File: src/rtl/alu_uart_host_if.sv
// Host-side request/response bundle for alu_uart_host: operands and opcode in,
// result and status pulses out.
interface alu_uart_host_if #(
   parameter int unsigned N_BIT = 8
);
   logic             start;
   logic [N_BIT-1:0] a;
   logic [N_BIT-1:0] b;
   logic [N_BIT-1:0] op;
   logic             busy;
   logic [N_BIT-1:0] result;
   logic             done;
   logic             err_timeout;
   logic             err_frame;

   modport master (
      output start, a, b, op,
      input  busy, result, done, err_timeout, err_frame
   );

   modport slave (
      input  start, a, b, op,
      output busy, result, done, err_timeout, err_frame
   );
endinterface

File: src/rtl/alu_uart_host.sv
// Host peer of the UART ALU link: sends A, B and opcode as 8N1 frames, then
// waits for a one-byte result frame with a tick-based timeout.
module alu_uart_host #(
   parameter int unsigned N_BIT         = 8,
   parameter int unsigned N_TICK        = 16,
   parameter int unsigned DVSR          = 163,
   parameter int unsigned DVSR_BIT      = 8,
   parameter int unsigned TIMEOUT_TICKS = 4096,
   parameter int unsigned TO_BIT        = 13
) (
   input  logic           CLK,
   input  logic           RESET,
   alu_uart_host_if.slave host,
   input  logic           rx,
   output logic           tx
);
   localparam int unsigned S_BIT = $clog2(N_TICK);
   localparam int unsigned C_BIT = $clog2(N_BIT);

   typedef enum logic [2:0] {SEQ_IDLE, SEQ_SEND_A, SEQ_SEND_B, SEQ_SEND_OP, SEQ_WAIT_RES} seq_e;
   typedef enum logic [1:0] {TX_IDLE, TX_START, TX_DATA, TX_STOP} tx_e;
   typedef enum logic [1:0] {RX_IDLE, RX_START, RX_DATA, RX_STOP} rx_e;

   seq_e                seq_q, seq_d;
   tx_e                 tx_state_q, tx_state_d;
   rx_e                 rx_state_q, rx_state_d;
   logic [DVSR_BIT-1:0] cnt_q, cnt_d;
   logic [N_BIT-1:0]    a_q, a_d, b_q, b_d, op_q, op_d, result_q, result_d;
   logic [N_BIT-1:0]    tx_b_q, tx_b_d, rx_b_q, rx_b_d, tx_byte;
   logic [S_BIT-1:0]    tx_s_q, tx_s_d, rx_s_q, rx_s_d;
   logic [C_BIT-1:0]    tx_n_q, tx_n_d, rx_n_q, rx_n_d;
   logic [TO_BIT-1:0]   to_q, to_d;
   logic                tx_q, tx_d, rx_meta_q, rx_sync_q;
   logic                busy_q, busy_d, done_q, done_d;
   logic                err_timeout_q, err_timeout_d, err_frame_q, err_frame_d;
   logic                tick, tx_start, tx_done, rx_done, rx_ok;

   always_comb begin
      tick  = (cnt_q == DVSR_BIT'(DVSR - 1));
      cnt_d = tick ? '0 : cnt_q + 1'b1;
   end

   // Serialiser; tx_d follows the next state so the line changes with the state register.
   always_comb begin
      tx_state_d = tx_state_q;
      tx_s_d     = tx_s_q;
      tx_n_d     = tx_n_q;
      tx_b_d     = tx_b_q;
      tx_done    = 1'b0;
      tx_start   = (seq_q inside {SEQ_SEND_A, SEQ_SEND_B, SEQ_SEND_OP}) && (tx_state_q == TX_IDLE);
      case (seq_q)
         SEQ_SEND_A: tx_byte = a_q;
         SEQ_SEND_B: tx_byte = b_q;
         default:    tx_byte = op_q;
      endcase
      case (tx_state_q)
         TX_IDLE: if (tx_start) begin
            tx_state_d = TX_START;
            tx_s_d     = '0;
            tx_b_d     = tx_byte;
         end
         TX_START: if (tick) begin
            if (tx_s_q == S_BIT'(N_TICK - 1)) begin
               tx_state_d = TX_DATA;
               tx_s_d     = '0;
               tx_n_d     = '0;
            end else tx_s_d = tx_s_q + 1'b1;
         end
         TX_DATA: if (tick) begin
            if (tx_s_q == S_BIT'(N_TICK - 1)) begin
               tx_s_d = '0;
               tx_b_d = tx_b_q >> 1;
               if (tx_n_q == C_BIT'(N_BIT - 1)) tx_state_d = TX_STOP;
               else tx_n_d = tx_n_q + 1'b1;
            end else tx_s_d = tx_s_q + 1'b1;
         end
         default: if (tick) begin
            if (tx_s_q == S_BIT'(N_TICK - 1)) begin
               tx_state_d = TX_IDLE;
               tx_done    = 1'b1;
            end else tx_s_d = tx_s_q + 1'b1;
         end
      endcase
      case (tx_state_d)
         TX_START: tx_d = 1'b0;
         TX_DATA:  tx_d = tx_b_d[0];
         default:  tx_d = 1'b1;
      endcase
   end

   // Deserialiser: start bit confirmed at mid-bit, then one sample per bit period.
   always_comb begin
      rx_state_d = rx_state_q;
      rx_s_d     = rx_s_q;
      rx_n_d     = rx_n_q;
      rx_b_d     = rx_b_q;
      rx_done    = 1'b0;
      rx_ok      = 1'b0;
      case (rx_state_q)
         RX_IDLE: if (!rx_sync_q) begin
            rx_state_d = RX_START;
            rx_s_d     = '0;
         end
         RX_START: if (tick) begin
            if (rx_s_q == S_BIT'(N_TICK / 2 - 1)) begin
               rx_state_d = rx_sync_q ? RX_IDLE : RX_DATA;
               rx_s_d     = '0;
               rx_n_d     = '0;
            end else rx_s_d = rx_s_q + 1'b1;
         end
         RX_DATA: if (tick) begin
            if (rx_s_q == S_BIT'(N_TICK - 1)) begin
               rx_s_d = '0;
               rx_b_d = {rx_sync_q, rx_b_q[N_BIT-1:1]};
               if (rx_n_q == C_BIT'(N_BIT - 1)) rx_state_d = RX_STOP;
               else rx_n_d = rx_n_q + 1'b1;
            end else rx_s_d = rx_s_q + 1'b1;
         end
         default: if (tick) begin
            if (rx_s_q == S_BIT'(N_TICK - 1)) begin
               rx_state_d = RX_IDLE;
               rx_done    = 1'b1;
               rx_ok      = rx_sync_q;
            end else rx_s_d = rx_s_q + 1'b1;
         end
      endcase
   end

   always_comb begin
      seq_d         = seq_q;
      a_d           = a_q;
      b_d           = b_q;
      op_d          = op_q;
      to_d          = to_q;
      result_d      = result_q;
      done_d        = 1'b0;
      err_frame_d   = 1'b0;
      err_timeout_d = 1'b0;
      case (seq_q)
         SEQ_IDLE: if (host.start) begin
            a_d   = host.a;
            b_d   = host.b;
            op_d  = host.op;
            seq_d = SEQ_SEND_A;
         end
         SEQ_SEND_A: if (tx_done) seq_d = SEQ_SEND_B;
         SEQ_SEND_B: if (tx_done) seq_d = SEQ_SEND_OP;
         SEQ_SEND_OP: if (tx_done) begin
            seq_d = SEQ_WAIT_RES;
            to_d  = '0;
         end
         default: begin
            // Timeout only advances while the receiver is idle, so a frame in flight holds it.
            if (rx_done) begin
               seq_d = SEQ_IDLE;
               if (rx_ok) begin
                  result_d = rx_b_q;
                  done_d   = 1'b1;
               end else err_frame_d = 1'b1;
            end else if (rx_state_q == RX_IDLE && tick) begin
               if (to_q == TO_BIT'(TIMEOUT_TICKS - 1)) begin
                  seq_d         = SEQ_IDLE;
                  err_timeout_d = 1'b1;
               end else to_d = to_q + 1'b1;
            end
         end
      endcase
      busy_d = (seq_d != SEQ_IDLE);
   end

   always_ff @(posedge CLK) begin
      if (RESET) begin
         seq_q         <= SEQ_IDLE;
         tx_state_q    <= TX_IDLE;
         rx_state_q    <= RX_IDLE;
         cnt_q         <= '0;
         a_q           <= '0;
         b_q           <= '0;
         op_q          <= '0;
         result_q      <= '0;
         tx_b_q        <= '0;
         rx_b_q        <= '0;
         tx_s_q        <= '0;
         rx_s_q        <= '0;
         tx_n_q        <= '0;
         rx_n_q        <= '0;
         to_q          <= '0;
         tx_q          <= 1'b1;
         rx_meta_q     <= 1'b1;
         rx_sync_q     <= 1'b1;
         busy_q        <= 1'b0;
         done_q        <= 1'b0;
         err_timeout_q <= 1'b0;
         err_frame_q   <= 1'b0;
      end else begin
         seq_q         <= seq_d;
         tx_state_q    <= tx_state_d;
         rx_state_q    <= rx_state_d;
         cnt_q         <= cnt_d;
         a_q           <= a_d;
         b_q           <= b_d;
         op_q          <= op_d;
         result_q      <= result_d;
         tx_b_q        <= tx_b_d;
         rx_b_q        <= rx_b_d;
         tx_s_q        <= tx_s_d;
         rx_s_q        <= rx_s_d;
         tx_n_q        <= tx_n_d;
         rx_n_q        <= rx_n_d;
         to_q          <= to_d;
         tx_q          <= tx_d;
         rx_meta_q     <= rx;
         rx_sync_q     <= rx_meta_q;
         busy_q        <= busy_d;
         done_q        <= done_d;
         err_timeout_q <= err_timeout_d;
         err_frame_q   <= err_frame_d;
      end
   end

   assign tx               = tx_q;
   assign host.busy        = busy_q;
   assign host.result      = result_q;
   assign host.done        = done_q;
   assign host.err_timeout = err_timeout_q;
   assign host.err_frame   = err_frame_q;
endmodule
File: src/flat_wrapper.sv
// flat-port wrapper written by rule: the top's interface ports become plain ports
module alu_uart_host_flat 
#(
   parameter int unsigned N_BIT         = 8,
   parameter int unsigned N_TICK        = 16,
   parameter int unsigned DVSR          = 163,
   parameter int unsigned DVSR_BIT      = 8,
   parameter int unsigned TIMEOUT_TICKS = 4096,
   parameter int unsigned TO_BIT        = 13
)
  (CLK, RESET, rx, tx, host_start, host_a, host_b, host_op, host_busy, host_result, host_done, host_err_timeout, host_err_frame);
  alu_uart_host_if #(.N_BIT(N_BIT)) host_i ();
  input  logic CLK;
  input  logic RESET;
  input  logic rx;
  output logic tx;
  input wire logic [$bits(host_i.start)-1:0] host_start;
  input wire logic [$bits(host_i.a)-1:0] host_a;
  input wire logic [$bits(host_i.b)-1:0] host_b;
  input wire logic [$bits(host_i.op)-1:0] host_op;
  output wire logic [$bits(host_i.busy)-1:0] host_busy;
  output wire logic [$bits(host_i.result)-1:0] host_result;
  output wire logic [$bits(host_i.done)-1:0] host_done;
  output wire logic [$bits(host_i.err_timeout)-1:0] host_err_timeout;
  output wire logic [$bits(host_i.err_frame)-1:0] host_err_frame;
  assign host_i.start = host_start;
  assign host_i.a = host_a;
  assign host_i.b = host_b;
  assign host_i.op = host_op;
  assign host_busy = host_i.busy;
  assign host_result = host_i.result;
  assign host_done = host_i.done;
  assign host_err_timeout = host_i.err_timeout;
  assign host_err_frame = host_i.err_frame;
  alu_uart_host #(.N_BIT(N_BIT), .N_TICK(N_TICK), .DVSR(DVSR), .DVSR_BIT(DVSR_BIT), .TIMEOUT_TICKS(TIMEOUT_TICKS), .TO_BIT(TO_BIT)) u_core (.CLK(CLK), .RESET(RESET), .host(host_i), .rx(rx), .tx(tx));
endmodule
File: config.mk
export PLATFORM = sky130hd
export DESIGN_NAME = alu_uart_host_flat
export DESIGN_NICKNAME = d
export VERILOG_FILES = /design/src/rtl/alu_uart_host_if.sv /design/src/rtl/alu_uart_host.sv /design/src/flat_wrapper.sv
export SDC_FILE = /design/constraint.sdc
export NUM_CORES = 1
export LEC_CHECK = 0
export BUFFER_PORTS_ARGS = -buffer_cell sky130_fd_sc_hd__buf_2
export CAP_MARGIN = 20
export CORE_UTILIZATION = 25
export DETAILED_ROUTE_END_ITERATION = 8
export PLACE_DENSITY = 0.44
export SETUP_SLACK_MARGIN = 0.05
export SLEW_MARGIN = 25
export SYNTH_ARGS = -nofsm -noshare
export SYNTH_HDL_FRONTEND = slang
export SYNTH_SLANG_ARGS = --single-unit
File: constraint.sdc
create_clock -name CLK -period 2.5 [get_ports CLK]
set_input_delay 0 -clock CLK [delete_from_list [all_inputs] [get_ports CLK]]
set_output_delay 0 -clock CLK [all_outputs]
set_load 0.02 [all_outputs]
==> results of run 1 <==
state kept, by name, indices dropped and copies added, names as in the netlist, 2 cells and up:
signal              cells
u_core.tx_b_q           8
u_core.op_q             8
u_core.host.result      8
u_core.b_q              8
u_core.to_q            13
u_core.tx_s_q           4
u_core.cnt_q            8
u_core.tx_n_q           3
u_core.rx_b_q           8
u_core.tx_state_q       2
u_core.rx_s_q           4
u_core.seq_q            3
u_core.a_q              8
u_core.rx_state_q       2
u_core.rx_n_q           3
layer usage:
layer / track usage, % / vias up
met5: 0 / -
met4: 5.802 / 0
met3: 2.051 / 12
met2: 19.01 / 43
met1: 16.51 / 1887
li1: - / 2049
Yosys cell counts, types with 4 or more instances:
| library cell | n | area [um2] |
|---|---|---|
| sky130_fd_sc_hd__dfxtp_1 | 97 | 1942 |
| sky130_fd_sc_hd__nand2_1 | 82 | 307.8 |
| sky130_fd_sc_hd__a21oi_1 | 65 | 325.3 |
| sky130_fd_sc_hd__nor2_1 | 64 | 240.2 |
| sky130_fd_sc_hd__nand3_1 | 23 | 115.1 |
| sky130_fd_sc_hd__clkbuf_1 | 22 | 82.58 |
| sky130_fd_sc_hd__ha_1 | 17 | 212.7 |
| sky130_fd_sc_hd__o21ai_0 | 15 | 75.07 |
| sky130_fd_sc_hd__mux2i_1 | 12 | 120.1 |
| sky130_fd_sc_hd__a22oi_1 | 11 | 82.58 |
| sky130_fd_sc_hd__inv_1 | 11 | 41.29 |
| sky130_fd_sc_hd__xor2_1 | 11 | 96.34 |
| sky130_fd_sc_hd__nor3_1 | 10 | 50.05 |
| sky130_fd_sc_hd__and3_1 | 8 | 50.05 |
| sky130_fd_sc_hd__a211oi_1 | 7 | 52.55 |
| sky130_fd_sc_hd__or3_1 | 6 | 37.54 |
| sky130_fd_sc_hd__nand2b_1 | 5 | 31.28 |
| sky130_fd_sc_hd__buf_2 | 4 | 20.02 |
| sky130_fd_sc_hd__nor2b_1 | 4 | 25.02 |
| sky130_fd_sc_hd__o211ai_1 | 4 | 30.03 |
layout make-up:
cell class / instances / area (um2)
repair buffers: 80 / 565.5
well taps: 225 / 281.5
clock buffers: 11 / 242.7
clock inverters: 5 / 86.33
fillers: 1843 / 11890
multi-input cells: 406 / 2420
inverters: 12 / 45.04
flip-flops and latches: 97 / 1942
worst max-delay path: stages, from the launching register on:
cell,delay [ns]
sky130_fd_sc_hd__dfxtp_1,0.34
sky130_fd_sc_hd__inv_1,0.06
sky130_fd_sc_hd__ha_1,0.16
sky130_fd_sc_hd__nor3b_4,0.30
sky130_fd_sc_hd__nand4_2,0.19
sky130_fd_sc_hd__a211oi_4,0.40
sky130_fd_sc_hd__o21ai_0,0.19
sky130_fd_sc_hd__or3_1,0.34
sky130_fd_sc_hd__a21oi_1,0.13
logic make-up after synthesis:
logic type / count (synthesis) / share of synthesized area [%]
adder cells (fa/ha/maj): 17 / 4.710
AO/OA/AOI/OAI: 130 / 17.87
flip-flops: 97 / 43.00
XOR/XNOR: 14 / 2.715
buffers and inverters: 40 / 3.685
AND/OR/NAND/NOR: 233 / 25.35
multiplexers: 12 / 2.660
through the flow:
stage | power, uW | setup WS (ns) | instance area, um2 | hold slack, ns
final | 3470 | 0.3126 | 5583 | 0.1146
after global routing | 3633 | 0.03647 | 5583 | 0.1330
after CTS | 3524 | 0.2088 | 5570 | 0.1223
after detailed placement | 1931 | 0.2320 | 4981 | 0.1976
after global placement | 1923 | 0.2713 | 4981 | 0.1930
after floorplan | 1848 | 0.5329 | 4516 | 0.1038
path summary, 6_finish.rpt:
path | startpoint | endpoint | slack [ns] | depth (start not counted)
max | u_core.cnt_q[0]$_SDFF_PP0_ | u_core.to_q[0]$_SDFFE_PP0P_ | 0.31 | 8
min | RESET | u_core.tx_b_q[0]$_SDFF_PP0_ | 0.11 | 3
max reg2reg | u_core.cnt_q[0]$_SDFF_PP0_ | u_core.to_q[0]$_SDFFE_PP0P_ | 0.31 | 8
min reg2reg | u_core.rx_meta_q$_SDFF_PP1_ | u_core.rx_sync_q$_SDFF_PP1_ | 0.42 | 1
cells in the final DEF (no fill, tap or decap), types with 2 or more instances in the layout:
| cell | n |
|---|---|
| sky130_fd_sc_hd__or2_2 | 3 |
| sky130_fd_sc_hd__or3_1 | 6 |
| sky130_fd_sc_hd__bufinv_16 | 2 |
| sky130_fd_sc_hd__a22oi_1 | 11 |
| sky130_fd_sc_hd__nor3b_1 | 2 |
| sky130_fd_sc_hd__o211ai_1 | 4 |
| sky130_fd_sc_hd__mux2i_1 | 12 |
| sky130_fd_sc_hd__nor2b_1 | 4 |
| sky130_fd_sc_hd__nor3b_2 | 2 |
| sky130_fd_sc_hd__and2_1 | 3 |
| sky130_fd_sc_hd__xor2_1 | 11 |
| sky130_fd_sc_hd__inv_6 | 2 |
| sky130_fd_sc_hd__o221ai_1 | 2 |
| sky130_fd_sc_hd__nor4_1 | 2 |
| sky130_fd_sc_hd__o31ai_1 | 3 |
| sky130_fd_sc_hd__dfxtp_1 | 97 |
| sky130_fd_sc_hd__a211oi_1 | 7 |
| sky130_fd_sc_hd__a21oi_1 | 65 |
| sky130_fd_sc_hd__and3_1 | 8 |
| sky130_fd_sc_hd__nor2_1 | 64 |
| sky130_fd_sc_hd__o21ai_0 | 15 |
| sky130_fd_sc_hd__ha_1 | 17 |
| sky130_fd_sc_hd__xnor2_1 | 3 |
| sky130_fd_sc_hd__buf_2 | 40 |
| sky130_fd_sc_hd__nand3_1 | 23 |
| sky130_fd_sc_hd__and4_1 | 3 |
| sky130_fd_sc_hd__clkbuf_16 | 9 |
| sky130_fd_sc_hd__nand4_1 | 3 |
| sky130_fd_sc_hd__nor3_1 | 10 |
| sky130_fd_sc_hd__nand2b_1 | 5 |
| sky130_fd_sc_hd__buf_4 | 14 |
| sky130_fd_sc_hd__nand2_1 | 82 |
| sky130_fd_sc_hd__o32a_1 | 3 |
| sky130_fd_sc_hd__a31oi_1 | 2 |
| sky130_fd_sc_hd__dlygate4sd3_1 | 26 |
| sky130_fd_sc_hd__a311oi_1 | 2 |
| sky130_fd_sc_hd__a21o_1 | 3 |
| sky130_fd_sc_hd__inv_1 | 11 |
| sky130_fd_sc_hd__o2111ai_1 | 3 |
power by group:
part / switching, uW / internal (uW)
clock network: 628 / 914
registers: 34.3 / 1600
logic: 168 / 129
timing repair:
action                     CTS  global route
setup endpoints to repair    0             8
hold buffers                26             0
hold endpoints to repair    26             0
resized for setup            0             2
==> metrics.log, run 1 <==
[metrics] arrival time of the worst setup path: roughly 2.5 ns
[metrics] fraction of registers with async set or reset after synthesis: 0%
[metrics] global route total overflow: 0
[metrics] net count after synthesis: 588
[metrics] Final #Nets: 651
[metrics] final number of hold-violating endpoints: 0
[metrics] Pre-Repair DR Iteration Count: 4
[metrics] type of destination of the critical path: flop
[metrics] overall die area: 18600 um2
[metrics] number of rows created at floorplan: 48
[metrics] number of ports placed on the die boundary: 41
[metrics] Post-Syn Area per Cell: a little over 8 um2
[metrics] Metal-1 WL: 5452 um
[metrics] DR iter-0 viols: 215
[metrics] number of post-CTS setup repair buffers: 0
[metrics] Ant. Diodes: 0
[metrics] total routing resource utilization after global routing: 12.28%
[metrics] max layer used: met4
[metrics] Chip Width: 136.4 um
[metrics] reported leakage power: 0.002138 uW
[metrics] CTS Sinks: 97
[metrics] Vert. Die Dim: 136.4 um
[metrics] headroom to the max-slew limit: between 40% and 50%
[metrics] number of vias after detailed routing: between 3k and 4k
[metrics] wire length of the first global-routing pass: approximately 18000 um
[metrics] effective utilization at floorplan: about a quarter
[metrics] most frequently used flop master after synthesis: sky130_fd_sc_hd__dfxtp_1
[metrics] PwrDens: 621.6 nW/um2
[metrics] number of flops mapped to enable cells by yosys: 0
[metrics] count of antenna-violating nets left after detailed routing: 0
[metrics] Final min period: 2.187 ns
[metrics] number of cells produced by synthesis: 543
[metrics] critical path required time: between 2 and 3 ns
[metrics] number of max-capacitance violations reported: 0
[metrics] pin slew with the least headroom to its limit: 0.7924 ns
[metrics] total met2 wirelength after detailed routing: about 4800 um
[metrics] RSZ-0062 raised after global routing: true
[metrics] clock latency on the worst-skew pair: between 0.3 and 0.4 ns
[metrics] worst setup skew after layout: 0.008831 ns
[metrics] share of cells above drive strength 1: 13.42%
[metrics] Sum Neg Setup Slack: 0 ns
[metrics] routed vias/inst: roughly 4.8
[metrics] clock tree buffer depth: 2
[metrics] final slew viol count: 0
[metrics] classification of the worst setup path: flop to flop
[metrics] biggest fanout along the worst timing path: 8
[metrics] worst min-delay path class: input pin to flop
[metrics] routed wire length per instance: 12.88 um
[metrics] outcome: finished clean
[metrics] portion of the clock cycle consumed by the worst path in the final layout: between 80% and 90%
[metrics] detailed route wirelength on metal3: 282 um
[metrics] clock transition at the registers of the reported paths: approximately 0.070 ns
[metrics] kind of start point of the critical path: flop
[metrics] Port Buffers: 40
[metrics] clock tree from TritonCTS: built
[metrics] number of global-route vias before repair: 3761
[metrics] flop and latch count out of synthesis: between 90 and 100
[metrics] Yosys warning total: 0
[metrics] final cell count without fillers: 836
[metrics] HPWL after DPL: 7435 um
[metrics] DRC violations left: 0
[metrics] Core Box Area: 17480 um2
[metrics] RD Place Congestion: 0.7584
[metrics] Max rail drop VDD: 0.0003482 V
[metrics] final setup fails: 0
[metrics] Max Freq: 0.4572 GHz
[metrics] H-Tree Depth: 3
[metrics] Inserted Clock Buffers: 9
[metrics] sequential share of the synthesized area: 43.00%
[metrics] pin count of the biggest net entering global routing: 75
[metrics] clock root buffer master: sky130_fd_sc_hd__clkbuf_16
[metrics] initial antenna violation count: 0
[metrics] post-synthesis cell type count: 61
[metrics] synthesis-to-finish area growth: 23.64%
[metrics] placed insts: between 700 and 800
[metrics] utilization of the core after routing: 31.94%
[metrics] synthesized cell area: 4516 um2
[metrics] Final Routed Wirelength: 10770 um
(Power assumes the default switching activity.)
==> inputs of run 2 (changes only) <==
Clock period 2.5 ns to 2.1 ns, I/O delays scaled along.
==> run 2 against run 1 <==
Effect of this change:
- critical path depth unchanged
- maximum frequency up 7.3%
- sequential power up 19%
- combinational power up 34%
- clock skew about the same
- global-route usage up 0.26 points
- clock power up 4%
- largest cell class unchanged
- core utilization up 1.5 points
- highest routed layer unchanged
==> metrics.log, run 2 (synthesized netlist as in run 1, its figures left out) <==
[metrics] Worst path top cell family by delay: simple AND/OR/NAND/NOR gates
[metrics] count of antenna-violating nets left after detailed routing: 0 (unchanged)
[metrics] pin slew with the least headroom to its limit: 0.5940 ns (-0.1985 ns)
[metrics] DRC violations left: 0 (unchanged)
[metrics] final number of hold-violating endpoints: 0 (unchanged)
[metrics] total routing resource utilization after global routing: 12.54% (+0.26 points)
[metrics] CTS Sinks: 97 (unchanged)
[metrics] Critical-path top delay cell: sky130_fd_sc_hd__or3_1
[metrics] Final min period: 2.038 ns (-0.1496 ns)
[metrics] number of max-capacitance violations reported: 0 (unchanged)
[metrics] internal reg-to-reg setup slack: 0.06 ns (-0.25 ns)
[metrics] routed wire length per instance: 12.63 um (-2.0%)
[metrics] sequential power share: 49.3% (+2.3 points)
[metrics] switching part of the total power: 26.08% (+2.1 points)
[metrics] part of the power in the clock network: 40.6% (-3.9 points)
[metrics] Chip Width: 136.4 um (unchanged)
[metrics] register bank with the most flops: u_core.to_q
[metrics] commonest non-fill, non-tap cells in the layout: sky130_fd_sc_hd__dfxtp_1, sky130_fd_sc_hd__nand2_1, sky130_fd_sc_hd__a21oi_1
[metrics] Pre-Repair DR Iteration Count: 4 (unchanged)
[metrics] routed vias/inst: 4.704 (-1.5%)
[metrics] HPWL after DPL: 7618 um (+2.5%)
[metrics] Max rail drop VDD: 0.0003640 V (+4.5%)
[metrics] Layout fillers: 1817 (-1.4%)
[metrics] Port Buffers: 40 (unchanged)
[metrics] share of cells above drive strength 1: 20.66% (+7.2 points)
[metrics] final slew viol count: 0 (unchanged)
[metrics] global route total overflow: 0 (unchanged)
[metrics] reported leakage power: 0.002270 uW (+6.2%)
[metrics] number of rows created at floorplan: 48 (unchanged)
[metrics] arrival time of the worst setup path: 2.32 ns (-0.15 ns)
[metrics] relative contribution of combinational cells to total power: 10.1% (+1.5 points)
[metrics] Inserted Clock Buffers: 9 (unchanged)
[metrics] clock root buffer master: sky130_fd_sc_hd__clkbuf_16
[metrics] commonest non-fill, non-tap cell in the layout: sky130_fd_sc_hd__dfxtp_1
[metrics] RSZ-0062 raised after global routing: true
[metrics] clock tree buffer depth: 2 (unchanged)
[metrics] Bufs and invs on worst path: 1 (unchanged)
[metrics] critical path required time: 2.38 ns (-0.40 ns)
[metrics] total power draw: 3949 uW (+14%)
[metrics] PwrDens: 675.0 nW/um2 (+8.6%)
[metrics] switching power: 1030 uW (+24%)
[metrics] Final Routed Wirelength: 10910 um (+1.3%)
[metrics] overall die area: 18600 um2 (unchanged)
[metrics] chain of cells forming the critical path: ha_4 > nor3b_4 > nand2_4 > nor4b_4 > buf_6 > o211ai_1 > or3_1 > a21oi_2
[metrics] number of ports placed on the die boundary: 41 (unchanged)
[metrics] wire length of the first global-routing pass: 18490 um (+2.4%)
[metrics] number of vias after detailed routing: 4064 (+1.8%)
[metrics] Core Box Area: 17480 um2 (unchanged)
[metrics] headroom to the max-slew limit: 59.90% (+13 points)
[metrics] worst min-delay path class: input pin to flop
[metrics] worst setup skew after layout: 0.008706 ns (-0.0001258 ns)
[metrics] pin count of the biggest net entering global routing: 37 (-51%)
[metrics] highest cell delay on the worst timing path: 0.39 ns (about the same)
[metrics] biggest fanout along the worst timing path: 6 (-2)
[metrics] clock transition at the registers of the reported paths: 0.07 ns (about the same)
[metrics] type of destination of the critical path: flop
[metrics] final setup margin: 0.06213 ns (-0.2504 ns)
[metrics] kind of start point of the critical path: flop
[metrics] initial antenna violation count: 0 (unchanged)
[metrics] max FFs per register: 13 (unchanged)
[metrics] final cell count without fillers: 864 (+3.3%)
[metrics] Ant. Diodes: 0 (unchanged)
[metrics] clock latency on the worst-skew pair: 0.35 ns (about the same)
[metrics] Final #Nets: 679 (+4.3%)
[metrics] H-Tree Depth: 3 (unchanged)
[metrics] outcome: finished clean
[metrics] effective utilization at floorplan: 25.84% (unchanged)
[metrics] number of global-route vias before repair: 3819 (+1.5%)
[metrics] portion of the clock cycle consumed by the worst path in the final layout: 97.04% (+9.5 points)
[metrics] worst slack at placement: -0.05015 ns (-0.2821 ns)
[metrics] utilization of the core after routing: 33.48% (+1.5 points)
[metrics] RD Place Congestion: 0.8085 (+6.6%)
[metrics] placed insts: 809 (+1.9%)
[metrics] synthesis-to-finish area growth: 29.56%
[metrics] DR iter-0 viols: 203 (-5.6%)
[metrics] classification of the worst setup path: flop to flop
[metrics] final setup fails: 0 (unchanged)
[metrics] internal power contribution: 2919 uW (+11%)
[metrics] Max Freq: 0.4907 GHz (+7.3%)
[metrics] Vert. Die Dim: 136.4 um (unchanged)
[metrics] clock tree from TritonCTS: built
run 2: power groups by stage:
stage               Combinational [uW]  Clock, uW  Sequential [uW]
floorplan                          226          0             1970
global placement                   340          0             1980
detailed placement                 345          0             1980
CTS                                389       1690             1940
global route                       446       1760             1950
finish                             399       1600             1940
run 2: final timing paths:
check | endpoint | depth (start not counted) | startpoint
min reg2reg | u_core.rx_sync_q$_SDFF_PP1_ | 1 | u_core.rx_meta_q$_SDFF_PP1_
max | u_core.to_q[8]$_SDFFE_PP0P_ | 8 | u_core.cnt_q[1]$_SDFF_PP0_
max reg2reg | u_core.to_q[8]$_SDFFE_PP0P_ | 8 | u_core.cnt_q[1]$_SDFF_PP0_
min | u_core.rx_meta_q$_SDFF_PP1_ | 3 | rx
run 2: layer usage:
layer | vias up | global-route usage (%) | share of wire [%]
met5 | - | 0 | 0
met4 | 0 | 4.321 | 1.1
met3 | 8 | 2.908 | 2.3
met2 | 31 | 19.49 | 47
met1 | 1927 | 16.88 | 50
li1 | 2098 | - | -
run 2: area by class of cell:
cell class                      count  area, um2  share of cell area [%]
Tap cell                          225      281.5                   4.812
Clock buffer                       10      229.0                   3.914
Sequential cell                    97       1948                   33.30
Inverter                           12      45.04                  0.7699
Multi-Input combinational cell    406       2482                   42.43
Clock inverter                      6      57.56                  0.9837
Timing Repair Buffer              108      807.0                   13.79
run 2: worst reg2reg max path: stages (launching register included):
cell,delay [ns]
sky130_fd_sc_hd__dfxtp_2,0.37
sky130_fd_sc_hd__ha_4,0.13
sky130_fd_sc_hd__nor3b_4,0.28
sky130_fd_sc_hd__nand2_4,0.11
sky130_fd_sc_hd__nor4b_4,0.28
sky130_fd_sc_hd__buf_6,0.15
sky130_fd_sc_hd__o211ai_1,0.13
sky130_fd_sc_hd__or3_1,0.39
sky130_fd_sc_hd__a21oi_2,0.13
run 2: through the flow:
| step | instance area [um2] | TNS, ns | hold WS [ns] |
|---|---|---|---|
| floorplan | 4516 | 0 | 0.1038 |
| global placement | 5119 | 0 | 0.1824 |
| detailed placement | 5119 | -0.05015 | 0.1859 |
| CTS | 5733 | 0 | 0.3610 |
| global route | 5851 | -0.1463 | 0.3929 |
| finish | 5851 | 0 | 0.3806 |
run 2: what timing repair did:
action,CTS,global route
buffers inserted,7,5
endpoints found under the hold margin,29,0
setup endpoints to repair,5,45
hold buffers,27,0
pin swaps,1,14
gates resized for setup,2,25
==> inputs of run 3 (changes only) <==
Settings changed: CELL_PAD_IN_SITES_DETAIL_PLACEMENT set to 0, CELL_PAD_IN_SITES_GLOBAL_PLACEMENT set to 1, PLACE_DENSITY 0.44 to 0.53.
==> run 3 against run 2 <==
Effect of this change:
- global-route usage up 0.34 points
- core utilization increased by 0.54 points
- sequential cell count stayed put
- die area is the same
- power grew 0.51%
- sequential share of layout area is 0.53 points lower
- combinational power rose by 2%
- non-clock buffer count up 7
- first-iteration DRC count decreased by 18%
- final cell count up 0.81%
- hold slack worse by 0.36 ns
- design area up 1.6%
- largest power group unchanged
==> metrics.log, run 3 (synthesized netlist as in run 1, its figures left out) <==
[metrics] outcome: finished clean
[metrics] HPWL after DPL: 7735 um (+1.5%)
[metrics] global route total overflow: 0 (unchanged)
[metrics] DR iter-0 viols: 167 (-18%)
[metrics] count of antenna-violating nets left after detailed routing: 0 (unchanged)
[metrics] Pre-Repair DR Iteration Count: 5 (+1)
[metrics] routed wire length per instance: 12.91 um (+2.3%)
[metrics] max FFs per register: 13 (unchanged)
[metrics] final setup fails: 0 (unchanged)
[metrics] number of max-capacitance violations reported: 0 (unchanged)
[metrics] commonest non-fill, non-tap cell in the layout: sky130_fd_sc_hd__dfxtp_1
[metrics] Core Box Area: 17480 um2 (unchanged)
[metrics] worst setup skew after layout: 0.008362 ns (-0.0003435 ns)
[metrics] Sum Neg Setup Slack: 0 ns (unchanged)
[metrics] Chip Width: 136.4 um (unchanged)
[metrics] Final #Nets: 686 (+1.0%)
[metrics] Inserted Clock Buffers: 9 (unchanged)
[metrics] arrival time of the worst setup path: 2.27 ns (-0.05 ns)
[metrics] PwrDens: 667.6 nW/um2 (-1.1%)
[metrics] commonest non-fill, non-tap cells in the layout: sky130_fd_sc_hd__dfxtp_1, sky130_fd_sc_hd__nand2_1, sky130_fd_sc_hd__a21oi_1
[metrics] critical path required time: 2.38 ns (about the same)
[metrics] number of vias after detailed routing: 4076 (+0.30%)
[metrics] biggest fanout along the worst timing path: 5 (-1)
[metrics] initial antenna violation count: 0 (unchanged)
[metrics] Vert. Die Dim: 136.4 um (unchanged)
[metrics] Final min period: 1.990 ns (-0.04737 ns)
[metrics] synthesis-to-finish area growth: 31.67%
[metrics] clock transition at the registers of the reported paths: 0.07 ns (about the same)
[metrics] worst min-delay path class: input pin to flop
[metrics] overall die area: 18600 um2 (unchanged)
[metrics] share of cells above drive strength 1: 22.29% (+1.6 points)
[metrics] Max rail drop VDD: 0.0003670 V (+0.84%)
[metrics] H-Tree Depth: 3 (unchanged)
[metrics] clock tree from TritonCTS: built
[metrics] final slew viol count: 0 (unchanged)
[metrics] register bank with the most flops: u_core.to_q
[metrics] Max Freq: 0.5024 GHz (+2.4%)
[metrics] final number of hold-violating endpoints: 0 (unchanged)
[metrics] Port Buffers: 40 (unchanged)
[metrics] wire length of the first global-routing pass: 18870 um (+2.0%)
[metrics] worst hold-check slack: 0.02084 ns (-0.3597 ns)
[metrics] number of ports placed on the die boundary: 41 (unchanged)
[metrics] headroom to the max-slew limit: 58.88% (-1.0 points)
[metrics] RSZ-0062 raised after global routing: true
[metrics] clock root buffer master: sky130_fd_sc_hd__clkbuf_16
[metrics] DRC violations left: 0 (unchanged)
[metrics] pin slew with the least headroom to its limit: 0.6090 ns (+0.01507 ns)
[metrics] Final Routed Wirelength: 11250 um (+3.1%)
[metrics] Ant. Diodes: 0 (unchanged)
[metrics] effective utilization at floorplan: 25.84% (unchanged)
[metrics] number of rows created at floorplan: 48 (unchanged)
[metrics] clock tree buffer depth: 2 (unchanged)
[metrics] reported leakage power: 0.002316 uW (+2.1%)
[metrics] routed vias/inst: 4.680 (-0.51%)
[metrics] kind of start point of the critical path: flop
[metrics] clock latency on the worst-skew pair: 0.35 ns (about the same)
[metrics] type of destination of the critical path: flop
[metrics] RD Place Congestion: 0.7815 (-3.3%)
[metrics] number of global-route vias before repair: 3920 (+2.6%)
[metrics] pin count of the biggest net entering global routing: 75 (+100%)
[metrics] portion of the clock cycle consumed by the worst path in the final layout: 94.79% (-2.3 points)
[metrics] classification of the worst setup path: flop to flop
[metrics] total routing resource utilization after global routing: 12.88% (+0.34 points)
[metrics] CTS Sinks: 97 (unchanged)
## run 3: where the power goes
group          total, uW  internal, uW  switching, uW  leakage, uW
logic                405           193            212      0.00138
registers           1940          1900           41.7     0.000790
clock network       1620           882            739     0.000144
total               3970          2980            993      0.00232
## run 3: what timing repair did
action,in CTS,in global routing
hold buffers,25,0
resized for setup,0,37
setup endpoints to repair,2,48
cloned,0,1
buffers inserted,3,13
endpoints found under the hold margin,25,0
pin swaps,1,18
## run 3: path summary, 6_finish.rpt
| check | depth (start not counted) | from | to | slack, ns |
|---|---|---|---|---|
| min reg2reg | 1 | u_core.rx_meta_q$_SDFF_PP1_ | u_core.rx_sync_q$_SDFF_PP1_ | 0.42 |
| max | 9 | u_core.cnt_q[0]$_SDFF_PP0_ | u_core.to_q[8]$_SDFFE_PP0P_ | 0.11 |
| min | 3 | host_start | u_core.host.busy$_SDFF_PP0_ | 0.02 |
| max reg2reg | 9 | u_core.cnt_q[0]$_SDFF_PP0_ | u_core.to_q[8]$_SDFFE_PP0P_ | 0.11 |
## run 3: layout make-up
cell class	count	area, um2
Clock buffer	12	256.5
Clock inverter	4	35.03
Fill cell	1850	11530
Inverter	12	45.04
Multi-Input combinational cell	406	2515
Sequential cell	97	1948
Tap cell	225	281.5
Timing Repair Buffer	115	864.6
## run 3: critical path, cell delays in order, from the launching register on
cell and delay [ns]:
sky130_fd_sc_hd__dfxtp_2 0.32, sky130_fd_sc_hd__inv_2 0.06, sky130_fd_sc_hd__ha_4 0.12, sky130_fd_sc_hd__nor3b_4 0.28
sky130_fd_sc_hd__nand4_2 0.17, sky130_fd_sc_hd__a211oi_2 0.20, sky130_fd_sc_hd__buf_4 0.18, sky130_fd_sc_hd__o211ai_1 0.12
sky130_fd_sc_hd__or3_1 0.34, sky130_fd_sc_hd__a21oi_1 0.14
## run 3: layer usage
metal  part of all wire, %  GRT usage, %
met3                   2.7         3.915
met4                  0.65         3.272
met5                     0             0
met2                    47         20.90
met1                    49         16.50
## run 3: metrics by stage
step / total power (uW) / utilization, % / area, um2 / worst slack, ns / cells
6_report: 3969 / 34.02 / 5946 / 0.1095 / 871
5_1_grt: 4193 / 34.02 / 5946 / -0.03647 / 871
4_1_cts: 4026 / 32.76 / 5725 / 0.04396 / 857
3_5_place_dp: 2331 / 29.53 / 5161 / 0.01598 / 813
3_3_place_gp: 2326 / 29.53 / 5161 / 0.08221 / 813
2_1_floorplan: 2200 / - / 4516 / 0.1329 / 543
